### config.mk
export PLATFORM = sky130hd
export DESIGN_NAME = fetch_unit_flat
export DESIGN_NICKNAME = d
export VERILOG_FILES = /design/src/rtl/mips_pkg.sv /design/src/rtl/fetch_unit_if.sv /design/src/rtl/fetch_skid_buffer.sv /design/src/rtl/fetch_unit.sv /design/src/flat_wrapper.sv
export SDC_FILE = /design/constraint.sdc
export NUM_CORES = 1
export LEC_CHECK = 0
export CORE_ASPECT_RATIO = 2
export CORE_MARGIN = 5
export CORE_UTILIZATION = 46
export DETAILED_ROUTE_END_ITERATION = 16
export PLACE_DENSITY = 0.75
export SLEW_MARGIN = 20
export SYNTH_ARGS = -nofsm -noshare
export SYNTH_HDL_FRONTEND = slang
export SYNTH_SLANG_ARGS = --single-unit
### constraint.sdc
create_clock -name clock -period 5 [get_ports clock]
set_input_delay 0.75 -clock clock [delete_from_list [all_inputs] [get_ports clock]]
set_output_delay 0.75 -clock clock [all_outputs]
set_load 0.05 [all_outputs]
### src/rtl/mips_pkg.sv
// Shared pipeline constants and types for the instruction-fetch stage.
package mips_pkg;

  localparam int unsigned ADDR_W  = 16;
  localparam int unsigned INSTR_W = 16;

  localparam logic [ADDR_W-1:0]  PC_STEP   = 16'd2;
  localparam logic [INSTR_W-1:0] NOP_INSTR = 16'h0000;

  typedef enum logic [1:0] {
    FETCH,
    BUFFERED,
    DRAIN
  } fetch_state_t;

  // Wraps modulo 2^ADDR_W; no alignment check.
  function automatic logic [ADDR_W-1:0] pc_plus_step(input logic [ADDR_W-1:0] pc);
    return pc + PC_STEP;
  endfunction

endpackage

### src/rtl/fetch_unit_if.sv
// Instruction-memory req/ack bus: same-cycle ack, rdata valid with ack.
interface fetch_unit_if;
  import mips_pkg::*;

  logic               req;
  logic [ADDR_W-1:0]  addr;
  logic               ack;
  logic [INSTR_W-1:0] rdata;

  modport master (output req, addr, input ack, rdata);
  modport slave  (input req, addr, output ack, rdata);

endinterface

### src/rtl/fetch_skid_buffer.sv
// One-entry holding register for a fetch acknowledged while decode is stalled.
module fetch_skid_buffer
  import mips_pkg::*;
(
  input  logic               clock,
  input  logic               reset,
  input  logic               load,
  input  logic               clear,
  input  logic [INSTR_W-1:0] load_instr,
  input  logic [ADDR_W-1:0]  load_pc_plus,
  output logic [INSTR_W-1:0] instr,
  output logic [ADDR_W-1:0]  pc_plus,
  output logic               full
);

  always_ff @(posedge clock or posedge reset) begin
    if (reset) begin
      full    <= 1'b0;
      instr   <= NOP_INSTR;
      pc_plus <= '0;
    end else if (clear) begin
      full    <= 1'b0;
      instr   <= NOP_INSTR;
      pc_plus <= '0;
    end else if (load) begin
      full    <= 1'b1;
      instr   <= load_instr;
      pc_plus <= load_pc_plus;
    end
  end

endmodule

### src/rtl/fetch_unit.sv
// Instruction-fetch stage: imem handshake, next-PC mux and IF/ID register with skid buffer.
module fetch_unit
  import mips_pkg::*;
(
  input  logic               clock,
  input  logic               reset,
  input  logic [ADDR_W-1:0]  pc_in,
  output logic [ADDR_W-1:0]  next_pc,
  fetch_unit_if.master       imem,
  input  logic               stall,
  input  logic               redirect,
  input  logic [ADDR_W-1:0]  redirect_pc,
  output logic               ifid_valid,
  output logic [INSTR_W-1:0] ifid_instr,
  output logic [ADDR_W-1:0]  ifid_pc_plus
);

  fetch_state_t       state;
  logic [ADDR_W-1:0]  drain_addr;
  logic [ADDR_W-1:0]  pc_plus;
  logic               ack;
  logic               skid_load;
  logic               skid_clear;
  logic [INSTR_W-1:0] skid_instr;
  logic [ADDR_W-1:0]  skid_pc_plus;
  logic               skid_full;

  assign pc_plus   = pc_plus_step(pc_in);
  assign imem.req  = !reset && (state != BUFFERED);
  assign imem.addr = (state == DRAIN) ? drain_addr : pc_in;
  // Ack is only meaningful while a request is being driven.
  assign ack       = imem.ack && imem.req;

  always_comb begin
    next_pc = pc_in;
    if (redirect) begin
      next_pc = redirect_pc;
    end else if (state == FETCH && ack) begin
      next_pc = pc_plus;
    end
  end

  assign skid_load  = (state == FETCH) && ack && stall && !redirect;
  assign skid_clear = redirect || ((state == BUFFERED) && !stall);

  fetch_skid_buffer u_skid (
    .clock        (clock),
    .reset        (reset),
    .load         (skid_load),
    .clear        (skid_clear),
    .load_instr   (imem.rdata),
    .load_pc_plus (pc_plus),
    .instr        (skid_instr),
    .pc_plus      (skid_pc_plus),
    .full         (skid_full)
  );

  always_ff @(posedge clock or posedge reset) begin
    if (reset) begin
      state        <= FETCH;
      drain_addr   <= '0;
      ifid_valid   <= 1'b0;
      ifid_instr   <= NOP_INSTR;
      ifid_pc_plus <= '0;
    end else if (redirect) begin
      ifid_valid <= 1'b0;
      ifid_instr <= NOP_INSTR;
      case (state)
        FETCH: begin
          // Unacknowledged request must still be completed at its original address.
          if (!ack) begin
            drain_addr <= pc_in;
            state      <= DRAIN;
          end
        end
        DRAIN:   if (ack) state <= FETCH;
        default: state <= FETCH;
      endcase
    end else begin
      case (state)
        FETCH: begin
          if (ack && !stall) begin
            ifid_valid   <= 1'b1;
            ifid_instr   <= imem.rdata;
            ifid_pc_plus <= pc_plus;
          end else if (ack) begin
            state <= BUFFERED;
          end else if (!stall) begin
            ifid_valid <= 1'b0;
            ifid_instr <= NOP_INSTR;
          end
        end
        BUFFERED: begin
          if (!stall) begin
            ifid_valid   <= skid_full;
            ifid_instr   <= skid_instr;
            ifid_pc_plus <= skid_pc_plus;
            state        <= FETCH;
          end
        end
        DRAIN: begin
          if (ack) state <= FETCH;
          if (!stall) begin
            ifid_valid <= 1'b0;
            ifid_instr <= NOP_INSTR;
          end
        end
        default: state <= FETCH;
      endcase
    end
  end

endmodule

### src/flat_wrapper.sv
// flat-port wrapper written by rule: the top's interface ports become plain ports
module fetch_unit_flat import mips_pkg::*;
  (clock, reset, pc_in, next_pc, stall, redirect, redirect_pc, ifid_valid, ifid_instr, ifid_pc_plus, imem_req, imem_addr, imem_ack, imem_rdata);
  fetch_unit_if imem_i ();
  input  logic clock;
  input  logic reset;
  input  logic [ADDR_W-1:0] pc_in;
  output logic [ADDR_W-1:0] next_pc;
  input  logic stall;
  input  logic redirect;
  input  logic [ADDR_W-1:0] redirect_pc;
  output logic ifid_valid;
  output logic [INSTR_W-1:0] ifid_instr;
  output logic [ADDR_W-1:0] ifid_pc_plus;
  output wire logic [$bits(imem_i.req)-1:0] imem_req;
  output wire logic [$bits(imem_i.addr)-1:0] imem_addr;
  input wire logic [$bits(imem_i.ack)-1:0] imem_ack;
  input wire logic [$bits(imem_i.rdata)-1:0] imem_rdata;
  assign imem_req = imem_i.req;
  assign imem_addr = imem_i.addr;
  assign imem_i.ack = imem_ack;
  assign imem_i.rdata = imem_rdata;
  fetch_unit u_core (.clock(clock), .reset(reset), .pc_in(pc_in), .next_pc(next_pc), .imem(imem_i), .stall(stall), .redirect(redirect), .redirect_pc(redirect_pc), .ifid_valid(ifid_valid), .ifid_instr(ifid_instr), .ifid_pc_plus(ifid_pc_plus));
endmodule
Word-level counts from Yosys, hierarchy flattened:

Index checks and enable logic that the tools add are counted.

* output and inout port bits: 66
* flip-flop bits (word level): 84
* input port bits: 53

* reduce and logical (&&, ||, !) cells: 19
* multiplexer cells: 32
* bitwise operators: 2
* $add $sub $neg: 1
* eq/ne operators: 10

Operators by type and width (count)
* $mux W16: 14
* $pmux W16 S3: 1
* $pmux W16 S2: 1
* $add A16 B2 Y16 const B: 1
* $mux W2: 6
* $ne A3 B3 Y1 const B: 3
* $reduce_and A4 Y1: 2
* $logic_and A1 B1 Y1: 7
* $mux W1: 7
* $pmux W2 S3: 1
* $reduce_and A3 Y1: 2
* $ne A2 B2 Y1 const B: 2
* $ne A4 B4 Y1 const B: 1
* $pmux W2 S2: 1
* $reduce_bool A2 Y1: 2
* $reduce_bool A4 Y1: 1
* $logic_not A1 Y1: 3
* $ne A3 B2 Y1 const B: 1
* $pmux W1 S3: 1
* $eq A2 B1 Y1 const B: 1
* $eq A2 B2 Y1 const B: 1
* $logic_not A2 Y1: 1
* $ne A2 B1 Y1 const B: 1
* $not A1 Y1: 2
* $logic_or A1 B1 Y1: 1

Longest topological paths before layout:

* depth in word-level cells: 8
* mapped depth: 9

Modules after synthesis:

Synthesis repeated with hierarchy kept, for this count alone.

* cell total of the unflattened synthesis: 548
* area total of the unflattened synthesis: 5192.5 µm²

Modules (own cells, without submodules)
* fetch_unit: instances 1, seq. area each 1276.2 µm², area an instance 3824.9 µm², cells each 440
* fetch_skid_buffer: instances 1, seq. area each 825.8 µm², area an instance 1367.6 µm², cells each 108

Least setup slack after synthesis:

Ideal clock, no wire load.

* path kind: input -> output
* start point: input port pc_in[1]
* end point: output port next_pc[11]
* cell stages on the path: 6
* data arrival time: 2783 ps
* setup slack: 1467 ps
* buffers on the path: 1
* cell sequence: ha_1 nand3_1 buf_1 nor4_1 xnor2_1 o21ai_0

* word-level cells in the longest chain between the ends: 3

Ends and longest elaborated chain
* start: declaration: RTL line flat_wrapper.sv:7 `input logic [ADDR_W-1:0] pc_in;`
* $add A16 B2 Y16: RTL line mips_pkg.sv:18 `return pc + PC_STEP;`
* $mux W16: RTL line fetch_unit.sv:38 `end else if (state == FETCH && ack) begin`
* $mux W16: RTL line fetch_unit.sv:36 `if (redirect) begin`
* end: declaration: RTL line flat_wrapper.sv:8 `output logic [ADDR_W-1:0] next_pc;`

Every way passes these cells.

Final worst setup path:

Same ends and word-level chain as after synthesis.

==> run summary <==
Status = finished, final reports clean
Worst vdd ir = 0.000358 V
Slew Limit Fails = 0
Post-synth EDFFs = 0
I/O pin count = 119
Area growth, synth to finish = 31.1%
# diodes = 0
P per Cell Area = 581 mW/mm2
Post-CTS Setup Bufs = 0
Initial Utilization = 47.2%
Synth area leaders = dfrtp_1, nand2_1, o21ai_0
Register bit count reported by yosys = 84
Endpoints failing hold = 0
Critical path endpoint category = primary output
Switch share = 46.3%
RR Startpoint = u_core.state[1]
Actual slew at the worst max-slew pin = 1.08 ns
Drt pass-1 iters = 5
Worst Reg2Reg Path Length in Cells = 7
Rel. slew slack = 28.2%
Primary FF master, synth = dfrtp_1
First-pass GRT wire length = 23800 um
CTS tree = built
Synth top area share = 42.3%
Gate power share = 55.0%
TNS Setup = 0 ns
Gr ovfl total = 0
CP bufs+invs = 3
Netlist cell types = 57
Commonest non-fill, non-tap cell in the layout = clkdlybuf4s50_1
Die ar. = 0.0131 mm2
WL per Instance = 18.3 um
Worst R2R End = u_core.ifid_instr[13]
Clock buffer depth = 2
Period minus WS final = 4.35 ns
Post-cts sizing count = 0
Seq/Total Area, Yosys = 42.3%
Clock power share = 17.8%
# DRC = 0
Die height = 157 um
Leakage = 0.00261 uW
Share of layout cells above drive strength 1 = 10.2%
Critical path required time = 4.25 ns
Tcrit/Tclk final = 87.0%
Sequential share of power = 27.2%
Final nets = 716
Synthesized area = 0.00497 mm2
CTS Buf Count = 9
CP Launch Type = input port
H-tree levels = 3
Vias in the first global route = 4749
DR vias = 4689
Post-route clock skew = 0.00574 ns
Worst path depth = 8
Worst Path Max Fanout = 10
Setup CP Type = in -> out
Clock Tree Root = clkbuf_16
Post-route cell area = 0.00652 mm2
DR vias/cell = 5.85
Asr flop ratio synth = 100%
Net Sw Power = 1750 uW
Starting DRC count in detailed routing = 251
Post-Syn Nets = 624
Critical path endpoint = next_pc[11]
Yosys warns = 0
Final setup viols = 0
Placer congestion estimate = 0.878
Slowest stage cell, crit path = clkdlybuf4s50_1
Post-Place Cell Area = 0.00621 mm2
F_max = 230 MHz
Final wirelength = 14700 um
MaxCap Viol Count = 0
Pint = 2030 uW
Pin count of the biggest net entering global routing = 62
Post-Syn Area per Cell = 8.77 um2
Commonest cells after routing, fill and taps aside = clkdlybuf4s50_1, dfrtp_1, nand2_1
Initial antenna violation count = 0
Synth Instances = 567
Die X = 83.5 um
Most frequent CP cell = clkdlybuf4s50_1
Setup crit start = pc_in[1]
CTS sink cnt = 84
Worst Path Arrival = 3.60 ns
Port Buf Inserts = 118
Global Route Usage Sum = 22.2%
Cell-by-cell listing of the critical path = clkdlybuf4s50_1 > ha_1 > nand3_1 > buf_4 > nor4_1 > xnor2_1 > o21ai_0 > clkdlybuf4s50_1
Synth area leader = dfrtp_1
Clk_lat worst skew = 0.34 ns
Cell family with most CP delay = buffers and inverters
CP peak stage delay = 0.83 ns
Row cnt = 53
Clock Pin Slew Worst Setup and Hold Paths = 0.06 ns
Core ar. = 0.0105 mm2
Hold Crit Class = reg -> reg
Detail Route Antenna Nets = 0
Reg2reg setup slack = 2.08 ns
DP HPWL = 10600 um
Unrepaired setup endpoints after global routing = no
Hold-fix buffers at CTS = 0
Filler cells = 889
-- power by group through the flow --
stage | clock [uW] | combinational, uW | sequential (uW)
floorplan | 0 | 1010 | 1460
global placement | 0 | 2040 | 1030
detailed placement | 0 | 2080 | 1040
CTS | 684 | 2090 | 1030
global route | 712 | 2200 | 1060
finish | 672 | 2080 | 1030
-- flip-flops by register name (all words and copies together), names as in the netlist --
name and flops:
u_core.state 2, u_core.ifid_instr 16, u_core.u_skid.pc_plus 16, u_core.u_skid.instr 16
u_core.ifid_valid 1, u_core.ifid_pc_plus 16, u_core.u_skid.full 1, u_core.drain_addr 16
-- tightest hold or removal path: stages, from the launching register on --
cell,delay (ns)
dfrtp_1,0.34
nand2_1,0.05
o21ai_0,0.06
-- through the flow --
step / hold slack, ns / power, uW / std cells / worst slack, ns / utilization, %
final: 0.477 / 3780 / 801 / 0.650 / 61.8
after global routing: 0.495 / 3980 / 801 / 0.443 / 61.8
after CTS: 0.484 / 3810 / 801 / 0.609 / 61.7
after detailed placement: 0.470 / 3120 / 785 / 0.615 / 58.9
after global placement: 0.462 / 3070 / 784 / 0.689 / 58.6
after floorplan: 0.447 / 2470 / 567 / 1.47 / -
-- kinds of logic after synthesis --
family,share of synthesized area [%]
compound gates,21.6
xor+xnor,3.35
fa+ha+maj,1.01
buf+inv,6.95
flops,42.3
mux,7.93
simple gates,16.9
-- cells in the mapped netlist, drive strengths merged (4+ instances only) --
cell type,number
o211ai,7
xor2,4
inv,25
a21oi,36
clkbuf,23
o21ai,58
nor2,25
a31oi,15
nand3,32
dfrtp,84
o32ai,14
nor4,10
nand4,6
mux2,29
a211oi,4
nor3,12
xnor2,15
a21boi,15
buf,28
nand2,81
ha,4
-- metal layers --
| metal | track usage (%) | routed length (um) | up-vias |
|---|---|---|---|
| li1 | - | - | 2202 |
| met1 | 25.0 | 5370 | 2265 |
| met2 | 41.2 | 8100 | 182 |
| met3 | 3.72 | 777 | 40 |
| met4 | 9.66 | 410 | 0 |
| met5 | 0 | 0 | - |
-- how the worst min path moves through the flow --
stage                            start                 endpoint  slack [ns]  cells past startpoint
2_1_floorplan       u_core.u_skid.full       u_core.u_skid.full        0.45                      2
3_3_place_gp   u_core.ifid_pc_plus[10]  u_core.ifid_pc_plus[10]        0.46                      2
3_5_place_dp   u_core.ifid_pc_plus[10]  u_core.ifid_pc_plus[10]        0.47                      2
4_1_cts        u_core.ifid_pc_plus[10]  u_core.ifid_pc_plus[10]        0.48                      2
5_1_grt         u_core.ifid_pc_plus[5]   u_core.ifid_pc_plus[5]        0.50                      1
6_report       u_core.ifid_pc_plus[10]  u_core.ifid_pc_plus[10]        0.48                      2
-- final cells by class --
type | instances | area (um2) | share of cell area (%)
clock buffers | 9 | 225 | 3.46
inverters | 26 | 100 | 1.54
well taps | 137 | 171 | 2.63
multi-input cells | 406 | 2540 | 39.0
flip-flops and latches | 84 | 2100 | 32.3
repair buffers | 132 | 1300 | 20.0
clock inverters | 7 | 76.3 | 1.17
Power figures use the tool's default switching activity.
